File: src/rtl/minilab_pkg.sv
// Shared constants and types for the Minilab1 matrix-vector datapath.
// DATA_WIDTH : element width (one FIFO entry)
// NUM_ROWS   : rows of A and elements per row; the loader feeds NUM_ROWS+1 FIFOs
// load_state_e : matrix_fifo_loader FSM states
package minilab_pkg;

  localparam int unsigned DATA_WIDTH = 8;
  localparam int unsigned NUM_ROWS   = 8;

  typedef enum logic [2:0] {
    StIdle,
    StReq,
    StWait,
    StWrite,
    StDone
  } load_state_e;

endpackage

File: src/rtl/matrix_fifo_loader.sv
// matrix_fifo_loader: fetches NUM_ROWS rows of A plus vector B (one memory word each) and
// streams every word byte-by-byte, most-significant byte first, into its own input FIFO.
//
// Ports:
//   clk, rst_n          single clock, asynchronous active-low reset
//   start               level-sampled in idle; begins a load
//   busy, done          busy outside idle; done pulses once after the last byte
//   mem_address/read    word read request, held until mem_waitrequest is low
//   mem_waitrequest     request not accepted this cycle
//   mem_readdata/valid  returned word
//   fifo_data           shared byte bus to all FIFOs
//   fifo_wrreq          one-hot write strobe, bit NUM_ROWS is the B FIFO
//   fifo_wrfull         per-FIFO full flags
module matrix_fifo_loader #(
  parameter int unsigned DATA_WIDTH = minilab_pkg::DATA_WIDTH,
  parameter int unsigned NUM_ROWS   = minilab_pkg::NUM_ROWS,
  parameter int unsigned ADDR_WIDTH = 32,
  parameter logic [ADDR_WIDTH-1:0] BASE_ADDR = '0
) (
  input  logic                           clk,
  input  logic                           rst_n,
  input  logic                           start,
  output logic                           busy,
  output logic                           done,
  output logic [ADDR_WIDTH-1:0]          mem_address,
  output logic                           mem_read,
  input  logic                           mem_waitrequest,
  input  logic [DATA_WIDTH*NUM_ROWS-1:0] mem_readdata,
  input  logic                           mem_readdatavalid,
  output logic [DATA_WIDTH-1:0]          fifo_data,
  output logic [NUM_ROWS:0]              fifo_wrreq,
  input  logic [NUM_ROWS:0]              fifo_wrfull
);
  import minilab_pkg::*;

  localparam int unsigned WordW = DATA_WIDTH * NUM_ROWS;
  // Row counter must reach NUM_ROWS+1 to signal the end of the load.
  localparam int unsigned RowW  = $clog2(NUM_ROWS + 2);
  localparam int unsigned ColW  = (NUM_ROWS > 1) ? $clog2(NUM_ROWS) : 1;
  localparam logic [ColW-1:0] LastCol = ColW'(NUM_ROWS - 1);
  localparam logic [RowW-1:0] LastRow = RowW'(NUM_ROWS);

  load_state_e      state_q, state_d;
  logic [RowW-1:0]  row_q, row_d;
  logic [ColW-1:0]  col_q, col_d;
  logic [WordW-1:0] word_q, word_d;
  logic             write_en;

  // wrfull gates the strobe in the same cycle so a full FIFO is never written.
  assign write_en = (state_q == StWrite) && !fifo_wrfull[row_q];

  always_ff @(posedge clk or negedge rst_n) begin
    if (!rst_n) begin
      state_q <= StIdle;
      row_q   <= '0;
      col_q   <= '0;
      word_q  <= '0;
    end else begin
      state_q <= state_d;
      row_q   <= row_d;
      col_q   <= col_d;
      word_q  <= word_d;
    end
  end

  always_comb begin
    state_d = state_q;
    row_d   = row_q;
    col_d   = col_q;
    word_d  = word_q;
    unique case (state_q)
      StIdle: begin
        row_d = '0;
        col_d = '0;
        if (start) state_d = StReq;
      end
      StReq: begin
        if (!mem_waitrequest) state_d = StWait;
      end
      StWait: begin
        if (mem_readdatavalid) begin
          word_d  = mem_readdata;
          state_d = StWrite;
        end
      end
      StWrite: begin
        if (write_en) begin
          // Shift left so the next column is always in the top byte.
          word_d = word_q << DATA_WIDTH;
          if (col_q == LastCol) begin
            col_d   = '0;
            row_d   = row_q + 1'b1;
            state_d = (row_q == LastRow) ? StDone : StReq;
          end else begin
            col_d = col_q + 1'b1;
          end
        end
      end
      StDone: begin
        state_d = StIdle;
      end
      default: begin
        state_d = StIdle;
      end
    endcase
  end

  always_comb begin
    busy        = (state_q != StIdle);
    done        = (state_q == StDone);
    mem_read    = (state_q == StReq);
    mem_address = mem_read ? (BASE_ADDR + ADDR_WIDTH'(row_q)) : '0;
    fifo_data   = word_q[WordW-1 -: DATA_WIDTH];
    fifo_wrreq  = '0;
    if (write_en) fifo_wrreq[row_q] = 1'b1;
  end

endmodule

File: config.mk
export PLATFORM = sky130hd
export DESIGN_NAME = matrix_fifo_loader
export DESIGN_NICKNAME = d
export VERILOG_FILES = /design/src/rtl/minilab_pkg.sv /design/src/rtl/matrix_fifo_loader.sv
export SDC_FILE = /design/constraint.sdc
export NUM_CORES = 1
export LEC_CHECK = 0
export ABC_CLOCK_PERIOD_IN_PS = 4100
export BUFFER_PORTS_ARGS = -buffer_cell sky130_fd_sc_hd__buf_2
export CORE_AREA = 2 2 87 89
export CTS_CLUSTER_DIAMETER = 120
export CTS_CLUSTER_SIZE = 25
export DETAILED_ROUTE_END_ITERATION = 8
export DIE_AREA = 0 0 89 91
export PLACE_DENSITY_LB_ADDON = 0.12
export SYNTH_ARGS = -nofsm -noshare
export SYNTH_HDL_FRONTEND = slang
export SYNTH_SLANG_ARGS = --single-unit
File: constraint.sdc
create_clock -name clk -period 4.1 [get_ports clk]
set_clock_uncertainty 0.15 [all_clocks]
set_input_delay 0.205 -clock clk [delete_from_list [all_inputs] [get_ports clk]]
set_output_delay 0.205 -clock clk [all_outputs]
set_load 0.01 [all_outputs]
# Word-level counts from Yosys, hierarchy flattened
# Cells that the tools add are included.
# Widths: inputs -> output; s select.
op_classes:
  n_addsub: 2
  n_lt_le_gt_ge: 2
  n_eq_ne: 11
  n_mux: 22
  n_reduce_logical: 11
ops:
  columns: ["op", "n"]
  rows:
  - ["$mux 64", 2]
  - ["$pmux 64 s2", 1]
  - ["$mux 3", 8]
  - ["$mux 4", 3]
  - ["$pmux 3 s4", 1]
  - ["$mux 9", 1]
  - ["$ne 2x2->1 const B", 4]
  - ["$pmux 4 s2", 1]
  - ["$eq 3x2->1 const B", 2]
  - ["$eq 3x3->1 const B", 2]
  - ["$pmux 3 s2", 1]
  - ["$reduce_and 3->1", 2]
  - ["$lt 4x5->1 const B", 1]
  - ["$reduce_and 5->1", 1]
  - ["$add 4x1->4 const B", 1]
  - ["$bmux 1 s4", 1]
  - ["$demux 1 s4", 1]
  - ["$eq 4x4->1 const B", 1]
  - ["$ge 4x1->1 const B", 1]
  - ["$reduce_bool 2->1", 2]
  - ["$add 3x1->3 const B", 1]
  - ["$eq 3x1->1 const B", 1]
  - ["$logic_not 3->1", 1]
  - ["$reduce_bool 3->1", 1]
  - ["other kinds (5)", 7]
word_totals:
  ff_bits: 74
  input_bits: 78
  out_inout_bits: 52
  word_cells: 52

# Longest topological paths before layout
# Gate-level depths: netlist of the first run.
logic_depth:
  ltp_word: 6
  depth_mapped: 8
  ltp_nobuf: 5

# Worst setup path before layout of the first run
# Ideal clock, no wire load.
synth_path:
  path_type: "reg2out"
  start: "reg state_q[2]"
  end: "out fifo_wrreq[0]"
  arrival_ns: 1.817
  required_time_ns: 3.745
  setup_slack_ns: 1.928
  stages_incl_launch_ff: 7
  path_buffers: 2
  cell_sequence: "dfrtp_1 > buf_2 > and2b_1 > nand2_1 > o32a_1 > buf_2 > nor4b_1"
synth_via:
  elab_chain_cells: 3
synth_rtl:
  columns: ["item", "line", "text"]
  rows:
  - ["start: declaration", "matrix_fifo_loader.sv:43", "load_state_e state_q, state_d;"]
  - ["start signal: assignment", "matrix_fifo_loader.sv:54", "state_q <= StIdle;"]
  - ["start signal: assignment", "matrix_fifo_loader.sv:59", "state_q <= state_d;"]
  - ["$eq 3x2->1", "matrix_fifo_loader.sv:50", "assign write_en = (state_q == StWrite) && !fifo_wrfull[row_q];"]
  - ["$logic_and 1x1->1", "matrix_fifo_loader.sv:50", null]
  - ["$mux 9", "matrix_fifo_loader.sv:115", "if (write_en) fifo_wrreq[row_q] = 1'b1;"]
  - ["end: declaration", "matrix_fifo_loader.sv:31", "output logic [NUM_ROWS:0] fifo_wrreq,"]
# No other way between the ends.

# Worst setup path in the final report of the first run
layout_path:
  start: "reg row_q[0]"
  end: "out fifo_wrreq[0]"
layout_via:
  elab_chain_cells: 5
  word_cells_on_any_way: 10
  cone_classes: "order compare: 2; mux: 5; reduce/logical: 3"
layout_rtl:
  columns: ["item", "line", "text"]
  rows:
  - ["start: declaration", "matrix_fifo_loader.sv:44", "logic [RowW-1:0] row_q, row_d;"]
  - ["start signal: assignment", "matrix_fifo_loader.sv:60", "row_q <= row_d;"]
  - ["$lt 4x5->1 (not written as such), or another cell as far along", "matrix_fifo_loader.sv:115", null]
  - ["$logic_and 1x1->1 (not written as such) / $mux 1 (equally long branches)", "matrix_fifo_loader.sv:115, matrix_fifo_loader.sv:50", null]
  - ["$mux 1 (not written as such) / $logic_not 1->1 (equally long branches)", "matrix_fifo_loader.sv:115, matrix_fifo_loader.sv:50", null]
  - ["$demux 1 s4 / $logic_and 1x1->1 (equally long branches)", "matrix_fifo_loader.sv:115, matrix_fifo_loader.sv:50", null]
  - ["$mux 9 *", "matrix_fifo_loader.sv:115", null]
# Every way passes the cells marked *; elsewhere a longest branch is shown, timed or not. The select of a mux whose other input is x is not followed.

==> results of run 1 <==
## area by class of cell
type / instances / area [sq um] / share of cell area (%)
clock buffers: 11 / 141 / 2.85
inverters: 67 / 251 / 5.07
repair buffers: 164 / 1130 / 22.9
well taps: 99 / 124 / 2.50
clock inverters: 5 / 125 / 2.52
diodes: 2 / 5.00 / 0.101
flip-flops and latches: 74 / 1850 / 37.4
multi-input cells: 224 / 1320 / 26.7
## logic make-up after synthesis
| kind of cell | count (synthesis) |
|---|---|
| AND/OR/NAND/NOR | 43 |
| AO/OA/AOI/OAI | 142 |
| other | 1 |
| adder cells (fa/ha/maj) | 6 |
| flip-flops | 74 |
| buffers and inverters | 129 |
| multiplexers | 5 |
## power groups by stage
stage,Sequential (mW),Combinational (mW),Clock [mW]
floorplan,1.25,1.50,0
global placement,1.31,1.56,0
detailed placement,1.32,1.61,0
global route,1.36,1.90,0.794
finish,1.32,1.67,0.748
CTS,1.31,1.67,0.760
## flip-flops by register name, indices dropped and copies added, names as in the netlist
name and cells:
col_q 3, state_q 3, row_q 4, word_q 64
## tightest hold or removal path, delay by kind of cell
family	cells	cell delay, ps
compound gates	2	170
buf+inv	1	80
## per-layer routing
| layer | track usage, % | vias up |
|---|---|---|
| met2 | 35.1 | 123 |
| met1 | 31.8 | 1547 |
| met4 | 10.8 | 0 |
| met5 | 0 | - |
| met3 | 3.73 | 16 |
| li1 | - | 1606 |
## per-stage QoR
step,instances,power [mW],instance area (sq um)
floorplan,427,2.74,3870
global placement,567,2.87,4070
detailed placement,567,2.93,4070
CTS,643,3.74,4940
global route,646,4.06,4960
finish,646,3.73,4960
## repair_timing
| action | CTS | global route |
|---|---|---|
| buffers inserted | 0 | 0 |
| endpoints found under the hold margin | 134 | 1 |
| hold buffers | 60 | 1 |
## cell usage in the layout, fill, tap and decap left out, types with 2 or more instances in the layout
| master | count |
|---|---|
| conb_1 | 28 |
| bufinv_16 | 4 |
| a22o_1 | 8 |
| nand2b_1 | 3 |
| or2_2 | 2 |
| o31ai_1 | 2 |
| nand2_1 | 3 |
| dlygate4sd3_1 | 61 |
| a21oi_1 | 59 |
| nand3_1 | 5 |
| nor3_1 | 10 |
| dfrtp_1 | 74 |
| diode_2 | 2 |
| o22ai_1 | 58 |
| nor4b_1 | 2 |
| nor2_1 | 8 |
| o21ai_1 | 2 |
| nor4_1 | 2 |
| buf_4 | 3 |
| o21ai_0 | 3 |
| clkbuf_8 | 10 |
| a221o_1 | 2 |
| buf_2 | 100 |
| mux2i_1 | 5 |
| inv_1 | 67 |
| nand4_1 | 2 |
| ha_1 | 6 |
## worst paths after layout
kind | startpoint | to | slack (ps) | cells after the start
worst max-delay path | row_q[0] | fifo_wrreq[0] | 1070 | 5
worst min-delay path | mem_readdata[17] | word_q[17] | 10 | 3
worst max register to register | row_q[2] | word_q[47] | 1210 | 6
worst min register to register | word_q[2] | word_q[2] | 350 | 1
max in group asynchronous | rst_n | row_q[2] | 2830 | 2
min in group asynchronous | rst_n | word_q[5] | 370 | 2
==> flow_metrics.py, run 1 <==
metrics = {
    "outcome": {
        "outcome": "finished, final reports clean",
    },
    "timing": {
        "post-route-min-period_ps": 3030,
        "timing.hold.ws_ps": 10.4,
        "min_period_over_period_pct": 73.9,
        "setup_viol": 0,
        "relSlewSlack_pct": 26.0,
        "slew_violations": 0,
        "rsz0062_at_grt": "false",
        "hold_viol": 0,
        "fin_tns_setup_ps": 0,
        "tightest_slew_ps": 1110,
        "final.setup.worst_slack_ps": 1070,
        "fmax_ghz": 0.330,
    },
    "floorplan": {
        "die_w_um": 89,
        "initial_utilization_pct": 52.8,
        "rows": 31,
        "die_height_um": 91,
        "core_area_sq_um": 7140,
        "ios": 130,
        "die_area_sq_um": 8100,
    },
    "clock_tree": {
        "clock-root-buffer": "clkbuf_8",
        "insertion_delay_ps": 350,
        "clock_path_buffers": 2,
        "path_clk_slew_ps": 70,
        "cts_buffers": 9,
        "cts-resized-gates": 0,
        "htree_num_levels": 3,
        "cts.sinks": 74,
        "cts_tree": "done",
    },
    "global_routing": {
        "grt_first_pass_wirelength_mm": 14.6,
        "grt_pass1_vias": 3201,
        "grt_max_degree": 75,
        "grt_overflow": 0,
        "antenna_found_initial": 2,
        "grt_usage_pct": 23.0,
    },
    "finish": {
        "drive_gt1_share_pct": 22.8,
        "post-route-util_pct": 69.4,
        "areaGrowthSynthToFinish_pct": 31.6,
        "nFillCells": 586,
        "final_nets": 624,
    },
    "yosys": {
        "synth_compound_area_share_pct": 22.7,
        "ys.flop_type": "dfrtp_1",
        "async_reset_ff_share_pct": 100,
        "synthAdderAreaFrac_pct": 1.99,
        "syn_area_per_cell_sq_um": 9.42,
        "ys_seq_area_share_pct": 49.2,
        "yosys_warnings": 0,
        "yosys-top-cells-area": "dfrtp_1, o22ai_1, a21oi_1",
        "synth.top_cell.area_share_pct": 49.2,
        "synth-xor-area-share_pct": 0,
        "netlist_instances": 400,
        "synth_common_cells": "dfrtp_1, inv_1, a21oi_1, o22ai_1, buf_4",
        "synthMuxAreaShare_pct": 1.33,
        "syn_area_sq_um": 3770,
        "yosysMostFrequentCell": "dfrtp_1",
        "synth-seq-cells": 74,
        "synth_top_family_by_area": "compound AO/OA/AOI/OAI gates",
        "synth_edf_count": 0,
        "yosysTopAreaCell": "dfrtp_1",
        "yosys.area_share.simple_pct": 6.28,
        "ys_types": 41,
    },
    "setup_path": {
        "critPathMaxFanout": 49,
        "critical_path.cell_chain": "inv_1, a41o_1, o32a_2, nor4b_1, buf_2",
        "cp.required_ps": 3740,
        "worst_path_largest_cell_delay_ps": 660,
        "critPathArrivalTime_ps": 2680,
        "critPathKind": "reg -> out",
        "worstSetupStartpointType": "flip-flop",
        "path_delay_family": "compound AO/OA/AOI/OAI gates",
        "critPathBufInv": 2,
        "end_kind": "output pin",
        "crit_path_top_delay_cell": "o32a_2",
    },
    "job": {
        "drv_cap": 0,
    },
    "power": {
        "switching_share_pct": 40.0,
        "combPwrFrac_pct": 44.7,
        "p_leak_nw": 2.54,
        "p_switching_mw": 1.49,
        "power_density_nw_per_um2": 753,
        "p_int_mw": 2.24,
        "clkPwrFrac_pct": 20.0,
        "vdd_ir_drop_max_mv": 0.566,
        "pwr-share-seq_pct": 35.3,
    },
    "routing": {
        "drt_iter0_drc": 185,
        "wl_met3_um": 513,
        "via_per_inst": 5.10,
        "met1_length_mm": 3.92,
        "ant_nets": 0,
        "wl_met2_mm": 4.35,
        "via_count": 3292,
        "drc": 0,
        "wl_mm": 9.00,
        "first_pass_iters": 4,
        "routedWlPerCell_um": 13.9,
        "top_layer_used": "met4",
    },
    "hold_path": {
        "worst_hold_path_type": "in -> reg",
    },
    "placed_design": {
        "port_buffers": 101,
        "place_congestion": 0.793,
        "hpwl_mm": 5.39,
        "place_ws_ps": 1270,
    },
}
Note: power is estimated with default switching activity, not from simulation.
==> run 2: changes to the inputs <==
ABC_CLOCK_PERIOD_IN_PS = 2500   (was 4100)
CORE_AREA = 2 2 95 97   (was 2 2 87 89)
DIE_AREA = 0 0 97 99   (was 0 0 89 91)
clock period = 2.5 ns   (was 4.1 ns; I/O delays follow)
==> run 2 against run 1 <==
Compared with the run above: setup slack worse by 980 ps; utilization is 10 points lower; critical path depth rose by 1; sequential share of layout area shrank 0.84 points; worst hold slack improved by 63 ps; routed wire length grew 3.8%; first-iteration DRC count rose by 11%; clock-buffer cell count grew 2; total power grew 65%; clock power is 34% higher; sequential power is 64% higher; largest power group unchanged.
==> flow_metrics.py, run 2 (synthesized netlist as in run 1, its figures left out) <==
metrics = {
    "floorplan": {
        "core_area_sq_um": 8550,
        "ios": 130,
        "die_area_sq_um": 9600,
        "initial_utilization_pct": 44.0,
        "die_height_um": 99,
        "rows": 34,
        "die_w_um": 97,
    },
    "routing": {
        "via_per_inst": 5.00,
        "met1_length_mm": 4.19,
        "drt_iter0_drc": 205,
        "via_count": 3342,
        "wl_mm": 9.35,
        "wl_met3_um": 485,
        "first_pass_iters": 4,
        "ant_nets": 0,
        "routedWlPerCell_um": 14.0,
        "top_layer_used": "met4",
        "wl_met2_mm": 4.50,
        "drc": 0,
    },
    "timing": {
        "hold_viol": 0,
        "post-route-min-period_ps": 2410,
        "timing.hold.ws_ps": 73.3,
        "final.setup.worst_slack_ps": 86.6,
        "fmax_ghz": 0.414,
        "min_period_over_period_pct": 96.5,
        "relSlewSlack_pct": 39.0,
        "tightest_slew_ps": 916,
        "setup_viol": 0,
        "slew_violations": 0,
    },
    "clock_tree": {
        "cts.sinks": 74,
        "clock-root-buffer": "clkbuf_8",
        "cts_tree": "done",
        "htree_num_levels": 3,
        "clock_path_buffers": 2,
        "insertion_delay_ps": 330,
        "path_clk_slew_ps": 70,
        "cts_buffers": 9,
    },
    "global_routing": {
        "antenna_found_initial": 0,
        "grt_pass1_vias": 3333,
        "grt_first_pass_wirelength_mm": 15.6,
        "grt_usage_pct": 19.8,
        "grt_overflow": 0,
        "grt_max_degree": 75,
    },
    "setup_path": {
        "cp.required_ps": 2560,
        "rrSetupSlack_ps": 90,
        "end_kind": "flip-flop",
        "critPathArrivalTime_ps": 2480,
        "worstSetupStartpointType": "flip-flop",
        "critPathMaxFanout": 39,
        "critPathKind": "reg -> reg",
    },
    "placed_design": {
        "place_ws_ps": 189,
        "place_inst": 584,
        "port_buffers": 101,
        "placed_area_sq_um": 4160,
        "hpwl_mm": 5.88,
        "place_congestion": 0.766,
    },
    "finish": {
        "final_common_cell": "buf_2",
        "final_cells": 669,
        "multi_input_area_sq_um": 1340,
        "areaGrowthSynthToFinish_pct": 34.9,
        "reg_top3": "word_q: 64 flops, row_q: 4 flops",
        "final_nets": 640,
        "finalInstanceArea_sq_um": 5080,
        "drive_gt1_share_pct": 24.8,
        "regMostFlops": "word_q",
        "seq_area_sq_um": 1860,
        "diodes": 0,
        "layout_common_cells": "buf_2, dfrtp_1, inv_1, dlygate4sd3_1, a21oi_1",
        "largest_reg_flops": 64,
        "nFillCells": 778,
    },
    "hold_path": {
        "worst_hold_path_type": "in -> reg",
    },
    "power": {
        "pwr-share-seq_pct": 35.1,
        "p_leak_nw": 2.59,
        "combPwrFrac_pct": 48.6,
        "p_int_mw": 3.64,
        "switching_share_pct": 40.7,
        "total_power_mw": 6.14,
        "power_density_nw_per_um2": 1210,
        "clkPwrFrac_pct": 16.3,
        "p_switching_mw": 2.50,
        "vdd_ir_drop_max_mv": 0.770,
    },
    "job": {
        "drv_cap": 0,
    },
    "outcome": {
        "outcome": "finished, final reports clean",
    },
}
run 2: cell types whose count changed in the layout (fill, tap and decap cells not counted):
cell,change
buf_12,+1
o32a_4,+1
clkinvlp_4,+2
o32a_2,-1
buf_4,+10
dfrtp_1,-3
diode_2,-2
clkbuf_1,-1
bufinv_16,-3
dlygate4sd3_1,+5
clkinv_2,-1
clkbuf_8,+3
dfrtp_2,+3
run 2: what timing repair did:
action / CTS / global route
pin swaps: 0 / 1
hold buffers: 66 / 0
setup buffers: 0 / 3
resized for setup: 2 / 2
setup endpoints to repair: 2 / 2
hold endpoints to repair: 140 / 0
run 2: stage by stage:
stage                     setup TNS, ps  utilization (%)
after floorplan                       0                -
final                                 0             59.4
after global routing               -998             59.4
after global placement                0             48.6
after CTS                             0             59.0
after detailed placement              0             48.6
run 2: area by class of cell:
cell class | instances | area share [%]
clock inverters | 3 | 0.887
multi-input cells | 224 | 26.3
flip-flops and latches | 74 | 36.5
clock buffers | 13 | 3.52
well taps | 108 | 2.66
inverters | 67 | 4.95
repair buffers | 180 | 25.2
run 2: worst max-delay path: stages, from the launching register on:
cell and delay (ps):
dfrtp_1 470, or2_2 380, o22ai_1 300, o22a_2 290, a21o_2 330, buf_12 240
a21oi_1 100
run 2: path summary, 6_finish.rpt:
kind / cells past startpoint / end / from
max reg2reg: 6 / word_q[18] / row_q[2]
max in group asynchronous: 2 / row_q[0] / rst_n
max: 6 / word_q[18] / row_q[2]
min in group asynchronous: 2 / word_q[13] / rst_n
min: 3 / state_q[0] / mem_readdatavalid
min reg2reg: 1 / col_q[0] / col_q[0]
run 2: power groups by stage:
stage                     Combinational, mW  Sequential (mW)  Clock (mW)
final                                  2.99             2.16        1.00
after global routing                   3.37             2.22        1.09
after CTS                              2.91             2.15        1.03
after detailed placement               2.82             2.16           0
after global placement                 2.77             2.15           0
after floorplan                        2.45             2.05           0
run 2: metal layers:
metal | up-vias | GRT usage [%]
met1 | 1573 | 26.1
met5 | - | 0
met4 | 0 | 7.69
li1 | 1637 | -
met3 | 14 | 3.69
met2 | 118 | 32.6
==> run 3: changes to the inputs <==
ABC_CLOCK_PERIOD_IN_PS = 3000   (was 2500)
CELL_PAD_IN_SITES_DETAIL_PLACEMENT = 1   (was unset)
CELL_PAD_IN_SITES_GLOBAL_PLACEMENT = 2   (was unset)
CORE_AREA = 2 2 86 149   (was 2 2 95 97)
DIE_AREA = 0 0 88 151   (was 0 0 97 99)
clock period = 3 ns   (was 2.5 ns; I/O delays follow)
==> run 3 against run 2 <==
Compared with the run above: die area increased by 38%; total power shrank 13%; final cell count is 7.3% higher; global-route usage is 3.6 points lower; clock-buffer cell count decreased by 2; register-to-register slack improved by 390 ps; setup slack better by 130 ps; routed wire length up 13%; non-clock buffer count down 8; final area increased by 1.7%; clock power increased by 11%; worst hold slack better by 32 ps; largest cell class unchanged.
==> flow_metrics.py, run 3 (synthesized netlist as in run 1, its figures left out) <==
metrics = {
    "outcome": {
        "outcome": "finished, final reports clean",
    },
    "finish": {
        "drive_gt1_share_pct": 23.1,
        "nFillCells": 1424,
        "final_cells": 718,
        "final_nets": 632,
        "largest_reg_flops": 64,
        "layout_common_cells": "buf_2, dfrtp_1, inv_1, dlygate4sd3_1, a21oi_1",
        "final_common_cell": "buf_2",
        "reg_top3": "word_q: 64 flops, row_q: 4 flops",
        "diodes": 0,
        "regMostFlops": "word_q",
        "areaGrowthSynthToFinish_pct": 37.2,
        "finalInstanceArea_sq_um": 5170,
        "post-route-util_pct": 43.0,
    },
    "clock_tree": {
        "cts_tree": "done",
        "clock-root-buffer": "clkbuf_16",
        "htree_num_levels": 3,
        "path_clk_slew_ps": 60,
        "insertion_delay_ps": 330,
        "clock_path_buffers": 2,
        "cts-resized-gates": 0,
        "post_cts_buffers": 0,
        "cts_buffers": 9,
        "cts.sinks": 74,
    },
    "timing": {
        "min_period_over_period_pct": 92.8,
        "rsz0062_at_grt": "false",
        "slew_violations": 0,
        "tightest_slew_ps": 1160,
        "hold_viol": 0,
        "timing.hold.ws_ps": 105,
        "relSlewSlack_pct": 22.8,
        "fin_tns_setup_ps": 0,
        "final.setup.worst_slack_ps": 217,
        "setup_viol": 0,
        "fmax_ghz": 0.359,
        "post-route-min-period_ps": 2780,
    },
    "global_routing": {
        "grt_pass1_vias": 3417,
        "grt_first_pass_wirelength_mm": 16.8,
        "grt_overflow": 0,
        "antenna_found_initial": 0,
        "grt_usage_pct": 16.3,
        "grt_max_degree": 75,
    },
    "floorplan": {
        "die_height_um": 151,
        "ios": 130,
        "die_w_um": 88,
        "core_area_sq_um": 12000,
        "initial_utilization_pct": 31.4,
        "die_area_sq_um": 13300,
        "rows": 53,
    },
    "setup_path": {
        "worstSetupStartpointType": "flip-flop",
        "critPathBufInv": 3,
        "critPathArrivalTime_ps": 2480,
        "path_delay_family": "compound AO/OA/AOI/OAI gates",
        "cp.required_ps": 2700,
        "end_kind": "output pin",
        "worst_path_largest_cell_delay_ps": 600,
        "critical_path.cell_chain": "inv_1, a41o_1, o32a_2, buf_4, nor3_1, buf_2",
        "critPathMaxFanout": 31,
        "critPathKind": "reg -> out",
        "crit_path_top_delay_cell": "dfrtp_1",
    },
    "power": {
        "p_leak_nw": 2.59,
        "total_power_mw": 5.32,
        "power_density_nw_per_um2": 1030,
        "vdd_ir_drop_max_mv": 0.588,
    },
    "placed_design": {
        "place_congestion": 0.727,
        "place_inst": 636,
        "port_buffers": 101,
        "place_ws_ps": 446,
        "placed_area_sq_um": 4190,
        "hpwl_mm": 6.90,
    },
    "routing": {
        "ant_nets": 0,
        "first_pass_iters": 4,
        "drt_iter0_drc": 98,
        "wl_mm": 10.5,
        "via_per_inst": 4.63,
        "routedWlPerCell_um": 14.7,
        "drc": 0,
        "via_count": 3327,
    },
    "hold_path": {
        "worst_hold_path_type": "in -> reg",
    },
    "job": {
        "drv_cap": 0,
    },
}
==> run 3: changes by cell type in the layout (fill, tap and decap cells not counted), moves of 3 or more <==
| cell | before | now |
|---|---|---|
| buf_4 | 13 | 5 |
| dfrtp_1 | 71 | 74 |
| dfrtp_2 | 3 | 0 |
| clkbuf_8 | 13 | 2 |
| clkbuf_16 | 0 | 9 |
==> run 3: worst reg2reg max path, stage by stage, from the launching register on <==
cell and delay [ps]:
dfrtp_1 500, and2b_1 270, o21ai_0 140, or2_2 940, o22ai_1 260, a21oi_1 180
==> run 3: what timing repair did <==
| item | in CTS | in global routing |
|---|---|---|
| endpoints found under the hold margin | 140 | 0 |
| endpoints found under the setup margin | 0 | 0 |
| hold buffers | 66 | 0 |
==> run 3: layer usage <==
metal	global-route usage [%]	part of all wire, %	wire (um)	up-vias
li1	-	-	-	1616
met1	19.7	42	4390	1630
met2	28.8	54	5650	74
met3	3.11	3.9	406	7
met4	4.62	0.90	95	0
met5	0	0	0	-
==> run 3: area by class of cell <==
type / instances / area [sq um] / area share (%)
clock inverters: 5 / 61.3 / 1.19
clock buffers: 11 / 253 / 4.89
well taps: 165 / 206 / 4.00
flip-flops and latches: 74 / 1850 / 35.8
multi-input cells: 224 / 1320 / 25.6
repair buffers: 172 / 1220 / 23.6
inverters: 67 / 251 / 4.87
==> run 3: worst paths after layout <==
kind	start	endpoint	slack [ps]	cells past startpoint
max reg2reg	state_q[2]	word_q[46]	480	5
min in group asynchronous	rst_n	word_q[45]	360	2
min	mem_readdatavalid	state_q[2]	110	4
max	row_q[0]	fifo_wrreq[2]	220	6
min reg2reg	col_q[0]	col_q[0]	340	1
max in group asynchronous	rst_n	word_q[61]	1690	2
==> run 3: power breakdown <==
part / internal, mW / switching, mW / leakage [nW] / total [mW]
Sequential: 1.50 / 0.284 / 0.844 / 1.79
Combinational: 0.974 / 1.45 / 1.60 / 2.42
Clock: 0.692 / 0.420 / 0.144 / 1.11
Total: 3.17 / 2.15 / 2.59 / 5.32
